### config.mk
export PLATFORM = sky130hd
export DESIGN_NAME = ct_piu_l2dbg_rd_ctrl
export DESIGN_NICKNAME = d
export VERILOG_FILES = /design/src/rtl/ct_piu_l2dbg_rd_ctrl.sv
export SDC_FILE = /design/constraint.sdc
export NUM_CORES = 1
export LEC_CHECK = 0
export BUFFER_PORTS_ARGS = -buffer_cell sky130_fd_sc_hd__buf_2
export CORE_MARGIN = 4
export CORE_UTILIZATION = 48
export CTS_CLUSTER_DIAMETER = 120
export DETAILED_ROUTE_END_ITERATION = 12
export GPL_TIMING_DRIVEN = 0
export PLACE_DENSITY = 0.81
export SETUP_SLACK_MARGIN = 0.5
export SYNTH_ARGS = -nofsm -noshare
export SYNTH_HDL_FRONTEND = slang
export SYNTH_SLANG_ARGS = --single-unit
### constraint.sdc
create_clock -name forever_cpuclk -period 2.9 [get_ports forever_cpuclk]
set_input_delay 0.29 -clock forever_cpuclk [delete_from_list [all_inputs] [get_ports forever_cpuclk]]
set_output_delay 0.29 -clock forever_cpuclk [all_outputs]
set_load 0.05 [all_outputs]
### src/rtl/ct_piu_l2dbg_rd_ctrl.sv
// L2-cache debug-read sequencer: validates a PIU debug read, issues one L2 access with req/gnt,
// returns each beat to the PIU and reports malformed, overlapping or timed-out reads as errors.
module ct_piu_l2dbg_rd_ctrl #(
    parameter int IDX_W   = 21,
    parameter int WAY_W   = 4,
    parameter int DATA_W  = 128,
    parameter int BEATS   = 4,
    parameter int TMO_CYC = 255
) (
    input  logic              forever_cpuclk,
    input  logic              cpurst_b,
    input  logic              piu_l2cif_read_req,
    input  logic [IDX_W-1:0]  piu_l2cif_read_index,
    input  logic [WAY_W-1:0]  piu_l2cif_read_way,
    input  logic              piu_l2cif_read_tag,
    input  logic              piu_l2cif_read_tag_ecc,
    input  logic              piu_l2cif_read_data,
    input  logic              piu_l2cif_read_data_ecc,
    input  logic              l2c_dbg_gnt,
    input  logic              l2c_dbg_rvld,
    input  logic [DATA_W-1:0] l2c_dbg_rdata,
    output logic              l2cif_dbg_req,
    output logic [IDX_W-1:0]  l2cif_dbg_index,
    output logic [WAY_W-1:0]  l2cif_dbg_way,
    output logic [1:0]        l2cif_dbg_sel,
    output logic              l2cif_piu_read_data_vld,
    output logic [DATA_W-1:0] l2cif_piux_read_data,
    output logic              l2cif_piu_read_err,
    output logic              l2cif_piu_busy
);

    localparam logic [1:0]       LAST_DATA_BEAT = 2'(BEATS - 1);
    localparam logic [7:0]       TMO_LIMIT      = 8'(TMO_CYC);
    localparam logic [WAY_W-1:0] WAY_ONE        = WAY_W'(1);

    typedef enum logic [1:0] {
        ST_IDLE = 2'b00,
        ST_REQ  = 2'b01,
        ST_WAIT = 2'b10
    } state_e;

    function automatic logic way_onehot(input logic [WAY_W-1:0] way);
        return (way != {WAY_W{1'b0}}) && ((way & (way - WAY_ONE)) == {WAY_W{1'b0}});
    endfunction

    // Type selects are packed {data_ecc, data, tag_ecc, tag}; exactly one must be set.
    function automatic logic type_single(input logic [3:0] types);
        logic ok;
        case (types)
            4'b0001, 4'b0010, 4'b0100, 4'b1000: ok = 1'b1;
            default:                            ok = 1'b0;
        endcase
        return ok;
    endfunction

    function automatic logic [1:0] type_to_sel(input logic [3:0] types);
        logic [1:0] sel;
        case (types)
            4'b0001: sel = 2'b00;
            4'b0010: sel = 2'b01;
            4'b0100: sel = 2'b10;
            4'b1000: sel = 2'b11;
            default: sel = 2'b00;
        endcase
        return sel;
    endfunction

    state_e              state_q,   state_d;
    logic                dbg_req_q, dbg_req_d;
    logic [IDX_W-1:0]    index_q,   index_d;
    logic [WAY_W-1:0]    way_q,     way_d;
    logic [1:0]          sel_q,     sel_d;
    logic                vld_q,     vld_d;
    logic [DATA_W-1:0]   data_q,    data_d;
    logic                err_q,     err_d;
    logic                busy_q,    busy_d;
    logic [1:0]          beat_q,    beat_d;
    logic [1:0]          last_q,    last_d;
    logic [7:0]          tmo_q,     tmo_d;
    logic                ovr_q,     ovr_d;

    logic [3:0]          types_s;
    logic                req_ok_s;
    logic [7:0]          tmo_inc_s;
    logic                tmo_hit_s;

    assign types_s   = {piu_l2cif_read_data_ecc, piu_l2cif_read_data,
                        piu_l2cif_read_tag_ecc, piu_l2cif_read_tag};
    assign req_ok_s  = type_single(types_s) && way_onehot(piu_l2cif_read_way);
    assign tmo_inc_s = (tmo_q < TMO_LIMIT) ? (tmo_q + 8'd1) : TMO_LIMIT;
    assign tmo_hit_s = (tmo_inc_s == TMO_LIMIT);

    // Next-state and next-output computation for the sequencer.
    always_comb begin
        state_d   = state_q;
        dbg_req_d = dbg_req_q;
        index_d   = index_q;
        way_d     = way_q;
        sel_d     = sel_q;
        vld_d     = 1'b0;
        data_d    = data_q;
        err_d     = 1'b0;
        beat_d    = beat_q;
        last_d    = last_q;
        tmo_d     = tmo_q;
        ovr_d     = ovr_q;
        case (state_q)
            ST_IDLE: begin
                if (piu_l2cif_read_req) begin
                    if (req_ok_s) begin
                        state_d   = ST_REQ;
                        dbg_req_d = 1'b1;
                        index_d   = piu_l2cif_read_index;
                        way_d     = piu_l2cif_read_way;
                        sel_d     = type_to_sel(types_s);
                        last_d    = types_s[2] | types_s[3] ? LAST_DATA_BEAT : 2'd0;
                        beat_d    = 2'd0;
                        tmo_d     = 8'd0;
                    end else begin
                        vld_d  = 1'b1;
                        err_d  = 1'b1;
                        data_d = {DATA_W{1'b0}};
                    end
                end else begin
                    state_d = ST_IDLE;
                end
            end
            ST_REQ: begin
                ovr_d = ovr_q | piu_l2cif_read_req;
                // Grant wins over a same-cycle beat, which is dropped.
                if (l2c_dbg_gnt) begin
                    state_d   = ST_WAIT;
                    dbg_req_d = 1'b0;
                    tmo_d     = 8'd0;
                end else if (tmo_hit_s) begin
                    state_d   = ST_IDLE;
                    dbg_req_d = 1'b0;
                    vld_d     = 1'b1;
                    err_d     = 1'b1;
                    data_d    = {DATA_W{1'b0}};
                    ovr_d     = 1'b0;
                    beat_d    = 2'd0;
                    tmo_d     = tmo_inc_s;
                end else begin
                    tmo_d = tmo_inc_s;
                end
            end
            ST_WAIT: begin
                ovr_d = ovr_q | piu_l2cif_read_req;
                if (l2c_dbg_rvld) begin
                    vld_d  = 1'b1;
                    data_d = l2c_dbg_rdata;
                    tmo_d  = 8'd0;
                    if (beat_q == last_q) begin
                        state_d = ST_IDLE;
                        beat_d  = 2'd0;
                        err_d   = ovr_q | piu_l2cif_read_req;
                        ovr_d   = 1'b0;
                    end else begin
                        beat_d = beat_q + 2'd1;
                    end
                end else if (tmo_hit_s) begin
                    state_d = ST_IDLE;
                    vld_d   = 1'b1;
                    err_d   = 1'b1;
                    data_d  = {DATA_W{1'b0}};
                    ovr_d   = 1'b0;
                    beat_d  = 2'd0;
                    tmo_d   = tmo_inc_s;
                end else begin
                    tmo_d = tmo_inc_s;
                end
            end
            default: begin
                state_d   = ST_IDLE;
                dbg_req_d = 1'b0;
            end
        endcase
        busy_d = (state_d != ST_IDLE);
    end

    // State and registered outputs; synchronous active-low reset abandons any read in flight.
    always_ff @(posedge forever_cpuclk) begin
        if (!cpurst_b) begin
            state_q   <= ST_IDLE;
            dbg_req_q <= 1'b0;
            index_q   <= {IDX_W{1'b0}};
            way_q     <= {WAY_W{1'b0}};
            sel_q     <= 2'b00;
            vld_q     <= 1'b0;
            data_q    <= {DATA_W{1'b0}};
            err_q     <= 1'b0;
            busy_q    <= 1'b0;
            beat_q    <= 2'd0;
            last_q    <= 2'd0;
            tmo_q     <= 8'd0;
            ovr_q     <= 1'b0;
        end else begin
            state_q   <= state_d;
            dbg_req_q <= dbg_req_d;
            index_q   <= index_d;
            way_q     <= way_d;
            sel_q     <= sel_d;
            vld_q     <= vld_d;
            data_q    <= data_d;
            err_q     <= err_d;
            busy_q    <= busy_d;
            beat_q    <= beat_d;
            last_q    <= last_d;
            tmo_q     <= tmo_d;
            ovr_q     <= ovr_d;
        end
    end

    assign l2cif_dbg_req           = dbg_req_q;
    assign l2cif_dbg_index         = index_q;
    assign l2cif_dbg_way           = way_q;
    assign l2cif_dbg_sel           = sel_q;
    assign l2cif_piu_read_data_vld = vld_q;
    assign l2cif_piux_read_data    = data_q;
    assign l2cif_piu_read_err      = err_q;
    assign l2cif_piu_busy          = busy_q;

endmodule
==> metrics.log, run 1 <==
[metrics] deepest clock path buffer count: 2
[metrics] IO Pins: 321
[metrics] width of the die: 131 um
[metrics] minimum period implied by the final worst setup slack: 2.28 ns
[metrics] clk_lat worst skew: 0.43 ns
[metrics] worst-case headroom to the max-slew limit: 55.9%
[metrics] Cell Pwr Density: 523 nW/um^2
[metrics] Die Footprint: 17200 um^2
[metrics] Clk Tree Root Cell: clkbuf_16
[metrics] nets in the synthesized netlist: 1061
[metrics] Cells after DPL: 1398
[metrics] P_leak: 4.04 nW
[metrics] peak supply drop: 476 uV
[metrics] clock skew after layout: 0.0117 ns
[metrics] average wire per cell in the routed design: 17.0 um
[metrics] sequential cell area: 3460 um^2
[metrics] final-layout fill cell count: 1234
[metrics] clock-pin transition on the worst setup and hold timing paths: 0.06 ns
[metrics] H-tree levels: 4
[metrics] share of cells above drive strength 1: 34.1%
[metrics] path type of the worst setup path: register to register
[metrics] number of different library cells in the post-synthesis netlist: 52
[metrics] Setup Viol. Count Final: 0
[metrics] sum of internal, switching and leakage power: 5.20 mW
[metrics] flip-flop and latch count after synthesis: 173
[metrics] post-synthesis average cell area: 8.16 um^2
[metrics] Initial Util: 49.6%
[metrics] sequential fraction of the synthesis area: 47.5%
[metrics] drt pass-1 iters: 5
[metrics] Total Nets Final: 1406
[metrics] number of buffers inserted by port buffering: 320
[metrics] most common cell after layout, fill and taps aside: buf_2
[metrics] initial antenna violation count: 0
[metrics] growth of design area from synthesis to finish: 36.3%
[metrics] area of all placed cells without fillers: 9940 um^2
[metrics] worst reg-to-reg setup slack: 0.62 ns
[metrics] Critical Path Fanout Max: 10
[metrics] # clock sinks: 173
[metrics] count of maximum capacitance violations: 0
[metrics] endpoint required time on the critical path: 3.26 ns
[metrics] CP endpoint kind: register
[metrics] arrival time of data at the critical path endpoint: 2.64 ns
[metrics] footprint of the multi-input gates: 3390 um^2
[metrics] status: finished clean
[metrics] Min-Delay Startpoint: piu_l2cif_read_index[7]
[metrics] end point of the worst hold path: l2cif_dbg_index[7]
[metrics] final slew viol count: 0
[metrics] Hold Path Class: input port to register
[metrics] highest clock frequency the design can meet: 438 MHz
[metrics] All-Layer GR Usage: 26.8%
[metrics] worst path buffer plus inverter count: 3
[metrics] non-filler cells in the finished layout: 1436
[metrics] yosys warns: 0
[metrics] reg2reg start: state_q[1]
[metrics] most frequent cells in the layout: buf_2 (336), nand2_1 (189), dfxtp_1 (172), a21oi_1 (119), o211ai_1 (83)
[metrics] Inserted Clock Buffers: 17
[metrics] number of routed nets with antenna violations: 0
[metrics] list of cells traversed by the critical path: inv_1, ha_2, a221oi_4, o31ai_4, nor2_2, buf_6, buf_2, o211ai_1, a21oi_1
[metrics] number of instances on the worst hold path: 3
[metrics] mean number of vias per cell: 5.59
[metrics] Worst Tran Pin Value: 0.652 ns
[metrics] capturing point of the worst reg2reg path: l2cif_piux_read_data[101]
[metrics] overflow left after global routing: 0
[metrics] Critical-path top delay cell: dfxtp_1
[metrics] global placer's final weighted congestion: 0.894
[metrics] Crit path largest cell delay: 0.40 ns
[metrics] cells after synthesis: 894
[metrics] combined area of all synthesized cells: 7290 um^2
[metrics] pin count of the biggest net entering global routing: 17
[metrics] Fin. Hold Viols: 0
[metrics] Std-Cell Rows: 44
[metrics] placed cell areas: 9120 um^2
[metrics] kind of cell with the highest combined delay on the critical path: compound AO/OA/AOI/OAI gates
[metrics] RSZ-0062 raised after global routing: false
[metrics] Post-synth EDFFs: 0
[metrics] total wire length after detailed routing: 24400 um
[metrics] drt initial violations: 469
[metrics] number of global-route vias before repair: 7427
[metrics] area inside the core boundary: 14700 um^2
[metrics] Top FF cell, synth: dfxtp_1
[metrics] final routed DRC violation total: 0
[metrics] antenna cells: 0
[metrics] Vert. Die Dim: 131 um
[metrics] worst-case reg-to-reg path depth: 9
[metrics] launching element of the worst setup path: state_q[1]
[metrics] via count: 8033
[metrics] TritonCTS clock tree: done
[metrics] final cycle utilization of the critical path: 78.7%
[metrics] Synth async-reset ratio: 0%
[metrics] launching element type of the critical path: register
[metrics] first-pass GRT wire length: 38200 um
[metrics] HPWL after detailed placement: 17800 um
-- metrics by stage --
step	worst slack [ns]	setup TNS (ns)	utilization [%]	hold WS, ns
final	0.617	0	67.6	0.0947
after global routing	0.499	0	67.6	0.0790
after CTS	0.524	0	67.1	0.0870
after detailed placement	-0.410	-13.28	62.1	0.437
after global placement	-0.319	-5.66	62.1	0.435
after floorplan	0.689	0	-	0.426
-- synthesized netlist by cell type, types with 6 or more instances --
master,instances,area share (%)
buf_2,26,1.8
nand3_1,9,0.62
a21oi_1,120,8.2
nand2_1,190,9.8
o211ai_1,83,8.5
and3_1,6,0.51
inv_1,51,2.6
dfxtp_1,173,47
o21ai_0,9,0.62
clkbuf_1,41,2.1
a31oi_1,47,4.0
o22ai_1,47,4.0
nor2_1,17,0.88
-- routing by layer --
layer | vias up | wire (um) | share of wire [%] | track usage (%)
li1 | 3895 | - | - | -
met2 | 357 | 11900 | 49 | 45.5
met1 | 3724 | 9530 | 39 | 31.4
met4 | 0 | 799 | 3.3 | 11.0
met3 | 57 | 2160 | 8.9 | 8.83
met5 | - | 0 | 0 | 0
-- state kept, by name, indices dropped and copies added, names as in the netlist --
| register | count |
|---|---|
| beat_q | 2 |
| l2cif_dbg_index | 21 |
| l2cif_dbg_req | 1 |
| l2cif_dbg_sel | 2 |
| l2cif_dbg_way | 4 |
| l2cif_piu_busy | 1 |
| l2cif_piu_read_data_vld | 1 |
| l2cif_piu_read_err | 1 |
| l2cif_piux_read_data | 128 |
| last_q | 1 |
| ovr_q | 1 |
| state_q | 2 |
| tmo_q | 8 |
-- worst max path at each step --
stage                                      endpoint  cells after the start
after global routing      l2cif_piux_read_data[100]                     11
final                     l2cif_piux_read_data[101]                      9
after floorplan            l2cif_piux_read_data[44]                      8
after global placement     l2cif_piux_read_data[50]                      7
after CTS                  l2cif_piux_read_data[25]                      9
after detailed placement   l2cif_piux_read_data[50]                      7
-- cell type report --
class / count / area share [%]
Sequential cell: 173 / 34.9
Clock buffer: 23 / 5.01
Buffer: 71 / 3.83
Tap cell: 184 / 2.32
Inverter: 52 / 1.96
Timing Repair Buffer: 326 / 16.6
Clock inverter: 9 / 1.33
Multi-Input combinational cell: 598 / 34.1
-- what timing repair did --
action,in CTS,in global routing
pin swaps,3,2
setup endpoints to repair,125,121
buffers inserted,6,0
gates resized for setup,24,33
hold buffers,0,0
-- kinds of logic after synthesis --
kind of cell | count (synthesis) | share of synthesized area (%)
AO/OA/AOI/OAI | 344 | 30.0
XOR/XNOR | 4 | 0.481
adder cells (fa/ha/maj) | 5 | 0.858
buffers and inverters | 123 | 6.98
flip-flops | 173 | 47.5
multiplexers | 1 | 0.137
AND/OR/NAND/NOR | 244 | 14.0
-- power by group --
group          total (mW)  leakage, nW  internal [mW]  switching [mW]
clock network        2.42        0.305           1.47           0.950
registers            2.39         1.39           2.38         0.00416
logic               0.389         2.35          0.152           0.237
total                5.20         4.04           4.01            1.19
-- worst min-delay path, delay by kind of cell --
| family | cells | cell delay [ns] |
|---|---|---|
| buf+inv | 1 | 0.09 |
| compound gates | 1 | 0.05 |
| simple gates | 1 | 0.04 |
(Power assumes the default switching activity.)
==> run 2, diff against run 1 <==
--- a/config.mk
+++ b/config.mk
@@ -5,13 +5,14 @@
 export SDC_FILE = /design/constraint.sdc
 export NUM_CORES = 1
 export LEC_CHECK = 0
+export ABC_AREA = 1
 export BUFFER_PORTS_ARGS = -buffer_cell sky130_fd_sc_hd__buf_2
 export CORE_MARGIN = 4
-export CORE_UTILIZATION = 48
+export CORE_UTILIZATION = 47
 export CTS_CLUSTER_DIAMETER = 120
 export DETAILED_ROUTE_END_ITERATION = 12
 export GPL_TIMING_DRIVEN = 0
-export PLACE_DENSITY = 0.81
+export PLACE_DENSITY = 0.77
 export SETUP_SLACK_MARGIN = 0.5
 export SYNTH_ARGS = -nofsm -noshare
 export SYNTH_HDL_FRONTEND = slang
==> constraint.sdc (replaced) <==
create_clock -name forever_cpuclk -period 1.9 [get_ports forever_cpuclk]
set_input_delay 0.19 -clock forever_cpuclk [delete_from_list [all_inputs] [get_ports forever_cpuclk]]
set_output_delay 0.19 -clock forever_cpuclk [all_outputs]
set_load 0.05 [all_outputs]
==> run 2 against run 1 <==
Critical path depth rose by 5. The flow now finishes with violations (setup timing). Via count rose by 51%. Routed wire length rose by 52%. Worst hold slack got worse by 0.077 ns. Sequential power rose by 54%. Largest power group unchanged.
==> metrics.log, run 2 <==
[metrics] overflow left after global routing: 0
[metrics] final routed DRC violation total: 0
[metrics] Top FF cell, synth: dfxtp_1
[metrics] most common cell after layout, fill and taps aside: nand2_1
[metrics] H-tree levels: 4
[metrics] cells after synthesis: 1543
[metrics] first-pass GRT wire length: 56000 um
[metrics] Critical Path Fanout Max: 8
[metrics] post-synthesis average cell area: 6.64 um^2
[metrics] average wire per cell in the routed design: 16.5 um
[metrics] final-layout fill cell count: 1716
[metrics] switching power summed over all nets: 2.31 mW
[metrics] pin count of the biggest net entering global routing: 17
[metrics] growth of design area from synthesis to finish: 45.1%
[metrics] non-filler cells in the finished layout: 2238
[metrics] Std-Cell Rows: 53
[metrics] total wire length after detailed routing: 36900 um
[metrics] worst-case headroom to the max-slew limit: 44.1%
[metrics] clk_lat worst skew: 0.44 ns
[metrics] share of cells above drive strength 1: 40.1%
[metrics] status: finished, violations left
[metrics] peak supply drop: 597 uV
[metrics] width of the die: 156 um
[metrics] final slew viol count: 0
[metrics] IO Pins: 321
[metrics] footprint of the multi-input gates: 6420 um^2
[metrics] share of total power consumed by net switching: 26.6%
[metrics] Post-synth EDFFs: 0
[metrics] final cycle utilization of the critical path: 108%
[metrics] clock skew after layout: 0.0120 ns
[metrics] cell type with the highest aggregate area in the netlist: dfxtp_1
[metrics] cell types occupying the most area after synthesis: dfxtp_1 (34%), nand2_1 (17%), o21ai_0 (7.9%)
[metrics] worst setup margin: -0.160 ns
[metrics] via count: 12200
[metrics] number of flip-flops under the largest register name: 128
[metrics] area share of the leading cell type in the synthesized netlist: 33.8%
[metrics] # clock sinks: 173
[metrics] count of maximum capacitance violations: 0
[metrics] endpoint required time on the critical path: 2.20 ns
[metrics] number of global-route vias before repair: 11300
[metrics] global placer's final weighted congestion: 0.886
[metrics] Die Footprint: 24200 um^2
[metrics] final total negative setup slack: -13.70 ns
[metrics] hold slack final: 0.0182 ns
[metrics] worst reg-to-reg setup slack: -0.16 ns
[metrics] Hold Path Class: input port to register
[metrics] TritonCTS clock tree: done
[metrics] minimum period implied by the final worst setup slack: 2.06 ns
[metrics] launching element type of the critical path: register
[metrics] Vert. Die Dim: 156 um
[metrics] share of the synthesized area in compound gates (AO/OA/AOI/OAI): 18.4%
[metrics] sum of internal, switching and leakage power: 8.69 mW
[metrics] area of all placed cells without fillers: 14900 um^2
[metrics] P_leak: 6.61 nW
[metrics] Synth top cells by count: nand2_1 (476), dfxtp_1 (173), o21ai_0 (161)
[metrics] CP endpoint kind: register
[metrics] sequential cell area: 3480 um^2
[metrics] Total Nets Final: 2110
[metrics] Synth async-reset ratio: 0%
[metrics] drt pass-1 iters: 6
[metrics] proportion of power drawn by flip-flops and latches: 42.3%
[metrics] Cells after DPL: 2138
[metrics] HPWL after detailed placement: 25100 um
[metrics] highest clock frequency the design can meet: 485 MHz
[metrics] mux cell area share after synthesis: 0%
[metrics] Cell Pwr Density: 584 nW/um^2
[metrics] Inserted Clock Buffers: 17
[metrics] RSZ-0062 raised after global routing: true
[metrics] flip-flop and latch count after synthesis: 173
[metrics] violated checks: setup timing
[metrics] mean number of vias per cell: 5.43
[metrics] clock share of power: 45.4%
[metrics] post-synthesis share of cell area spent on and, or, nand and nor gates: 36.3%
[metrics] combined area of all synthesized cells: 10300 um^2
[metrics] Post-Synth Adder-Cell Area: 0.610%
[metrics] Initial Util: 48.3%
[metrics] Comb power frac: 12.2%
[metrics] Clk Tree Root Cell: clkbuf_16
[metrics] Fin. Hold Viols: 0
[metrics] most frequent cells in the layout: nand2_1 (421), buf_2 (331), dfxtp_1 (168), inv_1 (101), nand3_2 (90)
[metrics] area inside the core boundary: 21200 um^2
[metrics] cell with the most instances after synthesis: nand2_1
[metrics] Setup Viol. Count Final: 141
[metrics] placed cell areas: 12600 um^2
[metrics] initial antenna violation count: 7
[metrics] drt initial violations: 908
[metrics] arrival time of data at the critical path endpoint: 2.36 ns
[metrics] Pint: 6.37 mW
[metrics] yosys warns: 0
[metrics] nets in the synthesized netlist: 1710
[metrics] number of buffers inserted by port buffering: 320
[metrics] sequential fraction of the synthesis area: 33.8%
[metrics] deepest clock path buffer count: 2
[metrics] largest family of logic cells by synthesized area: simple AND/OR/NAND/NOR gates
[metrics] number of routed nets with antenna violations: 0
[metrics] Worst Tran Pin Value: 0.839 ns
[metrics] clock-pin transition on the worst setup and hold timing paths: 0.08 ns
[metrics] All-Layer GR Usage: 28.0%
[metrics] number of different library cells in the post-synthesis netlist: 34
[metrics] path type of the worst setup path: register to register
[metrics] parity-gate share of the synthesized area counting xor and xnor cells: 0.342%
[run 2: layout make-up]
class / count / area share [%]
diodes: 7 / 0.118
plain buffers: 127 / 7.59
clock buffers: 21 / 3.16
clock inverters: 11 / 1.19
inverters: 111 / 2.94
multi-input cells: 1132 / 43.1
flip-flops and latches: 173 / 23.4
well taps: 275 / 2.31
repair buffers: 381 / 16.2
[run 2: cell families after synthesis]
group | Yosys count
flip-flops | 173
adder cells (fa/ha/maj) | 5
XOR/XNOR | 4
buffers and inverters | 238
AO/OA/AOI/OAI | 321
AND/OR/NAND/NOR | 802
[run 2: power by group through the flow]
stage	combinational [mW]	clock, mW	sequential [mW]
finish	1.06	3.95	3.68
global route	1.15	4.13	3.68
CTS	0.996	3.98	3.68
detailed placement	0.910	0	3.76
global placement	0.902	0	3.76
floorplan	0.466	0	3.85
[run 2: final timing paths]
kind	startpoint	to	cells after the start
hold reg to reg	l2cif_dbg_sel[1]	l2cif_dbg_sel[1]	2
setup / recovery	tmo_q[0]	l2cif_piux_read_data[80]	14
hold / removal	piu_l2cif_read_index[10]	l2cif_dbg_index[10]	3
setup reg to reg	tmo_q[0]	l2cif_piux_read_data[80]	14
[run 2: what timing repair did]
action / 4_1_cts / 5_1_grt
pin swaps: 28 / 70
endpoints found under the hold margin: 20 / 0
setup buffers: 19 / 8
hold buffers: 20 / 0
gates resized for setup: 128 / 138
gates cloned: 7 / 7
endpoints found under the setup margin: 173 / 167
[run 2: worst max-delay path: stages (launching register included)]
cell and delay [ns]:
dfxtp_4 0.38, ha_4 0.14, nand2_4 0.07, nor2_4 0.14
nand2_4 0.11, nand3_2 0.12, nand2_2 0.08, nor2_4 0.17
nand2_8 0.12, buf_12 0.18, clkbuf_16 0.17, nand3_2 0.05
nand2_1 0.06, nand2_1 0.08, a21oi_2 0.05
[run 2: metal layers]
metal / GRT usage, % / up-vias / share of wire (%)
met4: 12.2 / 0 / 3.4
li1: - / 5844 / -
met3: 5.30 / 89 / 7.9
met2: 46.7 / 575 / 48
met5: 0 / - / 0
met1: 35.3 / 5647 / 41
[run 2: stage by stage]
stage	setup WS [ns]	util [%]
2_1_floorplan	0.0728	-
3_3_place_gp	-0.408	59.3
3_5_place_dp	-0.425	59.3
4_1_cts	-0.0672	67.0
5_1_grt	-0.229	70.1
6_report	-0.160	70.1
==> run 3, diff against run 2 <==
--- a/config.mk
+++ b/config.mk
@@ -13,7 +13,6 @@
 export DETAILED_ROUTE_END_ITERATION = 12
 export GPL_TIMING_DRIVEN = 0
 export PLACE_DENSITY = 0.77
-export SETUP_SLACK_MARGIN = 0.5
 export SYNTH_ARGS = -nofsm -noshare
 export SYNTH_HDL_FRONTEND = slang
 export SYNTH_SLANG_ARGS = --single-unit
==> run 3 against run 2 <==
The run still ends with setup timing left. Design area decreased by 2.6%. Fmax rose by 0.85%. Register-to-register slack better by 0.02 ns. First-iteration DRC count is 1.2% lower. Sequential share of layout area increased by 0.58 points. Sequential power about the same. Non-clock buffer count up 5. Combinational power is essentially flat. Global-route usage up 0.71 points. Largest cell class unchanged.
==> metrics.log, run 3 (synthesis gave the netlist of run 2 again) <==
[metrics] list of cells traversed by the critical path: buf_4, nand2_1, nor2_4, nand3_2, nand3_4, nand2_2, nor2_4, nand2_4, buf_12, buf_12, nand3_2, nand2_1, nand2_1, a21oi_2
[metrics] endpoint required time on the critical path: 2.18 ns
[metrics] RSZ-0062 raised after global routing: true
[metrics] final-layout fill cell count: 1868
[metrics] minimum period implied by the final worst setup slack: 2.04 ns
[metrics] number of flip-flops under the largest register name: 128
[metrics] share of cells above drive strength 1: 37.3%
[metrics] TritonCTS clock tree: done
[metrics] footprint of the multi-input gates: 6170 um^2
[metrics] Die Footprint: 24200 um^2
[metrics] Crit path largest cell delay: 0.36 ns
[metrics] number of routed nets with antenna violations: 0
[metrics] Fin. Hold Viols: 0
[metrics] most common cell after layout, fill and taps aside: nand2_1
[metrics] non-filler cells in the finished layout: 2239
[metrics] status: finished, violations left
[metrics] count of maximum capacitance violations: 0
[metrics] Setup Viol. Count Final: 125
[metrics] path type of the worst setup path: register to register
[metrics] growth of design area from synthesis to finish: 41.4%
[metrics] violated checks: setup timing
[metrics] Vert. Die Dim: 156 um
[metrics] IO Pins: 321
[metrics] width of the die: 156 um
[metrics] global placer's final weighted congestion: 0.897
[metrics] Initial Util: 48.3%
[metrics] arrival time of data at the critical path endpoint: 2.33 ns
[metrics] initial antenna violation count: 7
[metrics] kind of cell with the highest combined delay on the critical path: simple AND/OR/NAND/NOR gates
[metrics] overflow left after global routing: 0
[metrics] HPWL after detailed placement: 25500 um
[metrics] final routed DRC violation total: 0
[metrics] worst path buffer plus inverter count: 3
[metrics] met2 capacity usage during global routing: 46.8%
[metrics] Total Nets Final: 2115
[metrics] number of global-route vias before repair: 11300
[metrics] clock skew after layout: 0.0146 ns
[metrics] met1 capacity usage during global routing: 36.5%
[metrics] CP endpoint kind: register
[metrics] clk_lat worst skew: 0.43 ns
[metrics] H-tree levels: 4
[metrics] Cells after DPL: 2138
[metrics] placed cell areas: 12200 um^2
[metrics] Clk Tree Root Cell: clkbuf_16
[metrics] Critical Path Fanout Max: 10
[metrics] Worst Tran Pin Value: 0.889 ns
[metrics] final slew viol count: 0
[metrics] mean number of vias per cell: 5.40
[metrics] worst setup margin: -0.142 ns
[metrics] pin count of the biggest net entering global routing: 17
[metrics] drt initial violations: 897
[metrics] drt pass-1 iters: 5
[metrics] Std-Cell Rows: 53
[metrics] most frequent cells in the layout: nand2_1 (431), buf_2 (334), dfxtp_1 (168), inv_1 (105), nand3_2 (92)
[metrics] final cycle utilization of the critical path: 107%
[metrics] number of buffers inserted by port buffering: 320
[metrics] sequential cell area: 3470 um^2
[metrics] routing layer with the top usage in global route: met2
[metrics] average wire per cell in the routed design: 16.8 um
[metrics] Cell Pwr Density: 565 nW/um^2
[metrics] Hold Path Class: input port to register
[metrics] peak supply drop: 556 uV
[metrics] P_leak: 6.53 nW
[metrics] via count: 12100
[metrics] deepest clock path buffer count: 2
[metrics] first-pass GRT wire length: 56900 um
[metrics] # clock sinks: 173
[metrics] worst-case headroom to the max-slew limit: 40.8%
[metrics] All-Layer GR Usage: 28.7%
[metrics] library cell appearing most often on the critical path: nand2_1
[metrics] total wire length after detailed routing: 37700 um
[metrics] clock-pin transition on the worst setup and hold timing paths: 0.07 ns
[metrics] Inserted Clock Buffers: 17
[metrics] launching element type of the critical path: register
[metrics] highest clock frequency the design can meet: 490 MHz
[metrics] area inside the core boundary: 21200 um^2
[metrics] GR met3 Demand/Resource: 5.49%
[metrics] area of all placed cells without fillers: 14500 um^2
[metrics] Critical-path top delay cell: dfxtp_4
run 3: changes by cell type in the layout (fill, tap and decap cells not counted), sizes merged:
| cell | before | now |
|---|---|---|
| buf | 416 | 412 |
| bufbuf | 0 | 1 |
| bufinv | 4 | 1 |
| clkbuf | 93 | 98 |
| clkinv | 2 | 4 |
| clkinvlp | 1 | 3 |
| diode | 7 | 3 |
| dlygate4sd3 | 20 | 21 |
| inv | 115 | 116 |
run 3: power breakdown:
part           switching [mW]  leakage, nW  internal (mW)
Clock                    1.61        0.268           1.84
Combinational           0.660         4.87          0.396
Sequential             0.0196         1.40           3.66
run 3: per-stage QoR:
stage	power, mW	hold slack [ns]	util (%)	setup TNS [ns]	setup WS, ns
after floorplan	4.29	0.325	-	-5.84	-0.0994
after global placement	4.64	0.412	57.5	-94.76	-0.832
after detailed placement	4.64	0.419	57.5	-99.11	-0.863
after CTS	8.17	0.0275	65.9	-6.91	-0.0938
after global routing	8.45	0.0446	68.3	-21.56	-0.207
final	8.18	0.0339	68.3	-8.68	-0.142
run 3: final cells by class:
| cell class | instances | area share, % |
|---|---|---|
| multi-input combinational | 1132 | 42.6 |
| sequential | 173 | 24.0 |
| timing repair buffer | 388 | 17.1 |
| buffer | 125 | 7.10 |
| clock buffer | 19 | 2.99 |
| inverter | 111 | 2.89 |
| tap | 275 | 2.37 |
| clock inverter | 13 | 0.915 |
| antenna | 3 | 0.0518 |
run 3: worst register-to-register path, cell delays in order, from the launching register on:
cell and delay (ns):
dfxtp_4 0.36, buf_4 0.11, nand2_1 0.09, nor2_4 0.17, nand3_2 0.11, nand3_4 0.11
nand2_2 0.07, nor2_4 0.13, nand2_4 0.13, buf_12 0.18, buf_12 0.17, nand3_2 0.07
nand2_1 0.05, nand2_1 0.08, a21oi_2 0.06
run 3: metal layers:
metal  vias up  part of all wire, %
li1       5846                    -
met5         -                 0.11
met1      5602                   41
met3        99                  8.1
met2       541                   47
met4         8                  4.0
run 3: repair_timing:
item | 4_1_cts | 5_1_grt
setup endpoints to repair | 145 | 164
hold buffers | 21 | 0
endpoints found under the hold margin | 21 | 0
gates resized for setup | 253 | 92
pin swaps | 43 | 44
buffers inserted | 23 | 5
cloned | 13 | 7
run 3: worst paths after layout:
kind	start	end	slack [ns]	cells past startpoint
max	tmo_q[1]	l2cif_piux_read_data[81]	-0.14	14
min	piu_l2cif_read_way[3]	l2cif_dbg_way[3]	0.03	3
max reg2reg	tmo_q[1]	l2cif_piux_read_data[81]	-0.14	14
min reg2reg	l2cif_dbg_sel[1]	l2cif_dbg_sel[1]	0.45	2
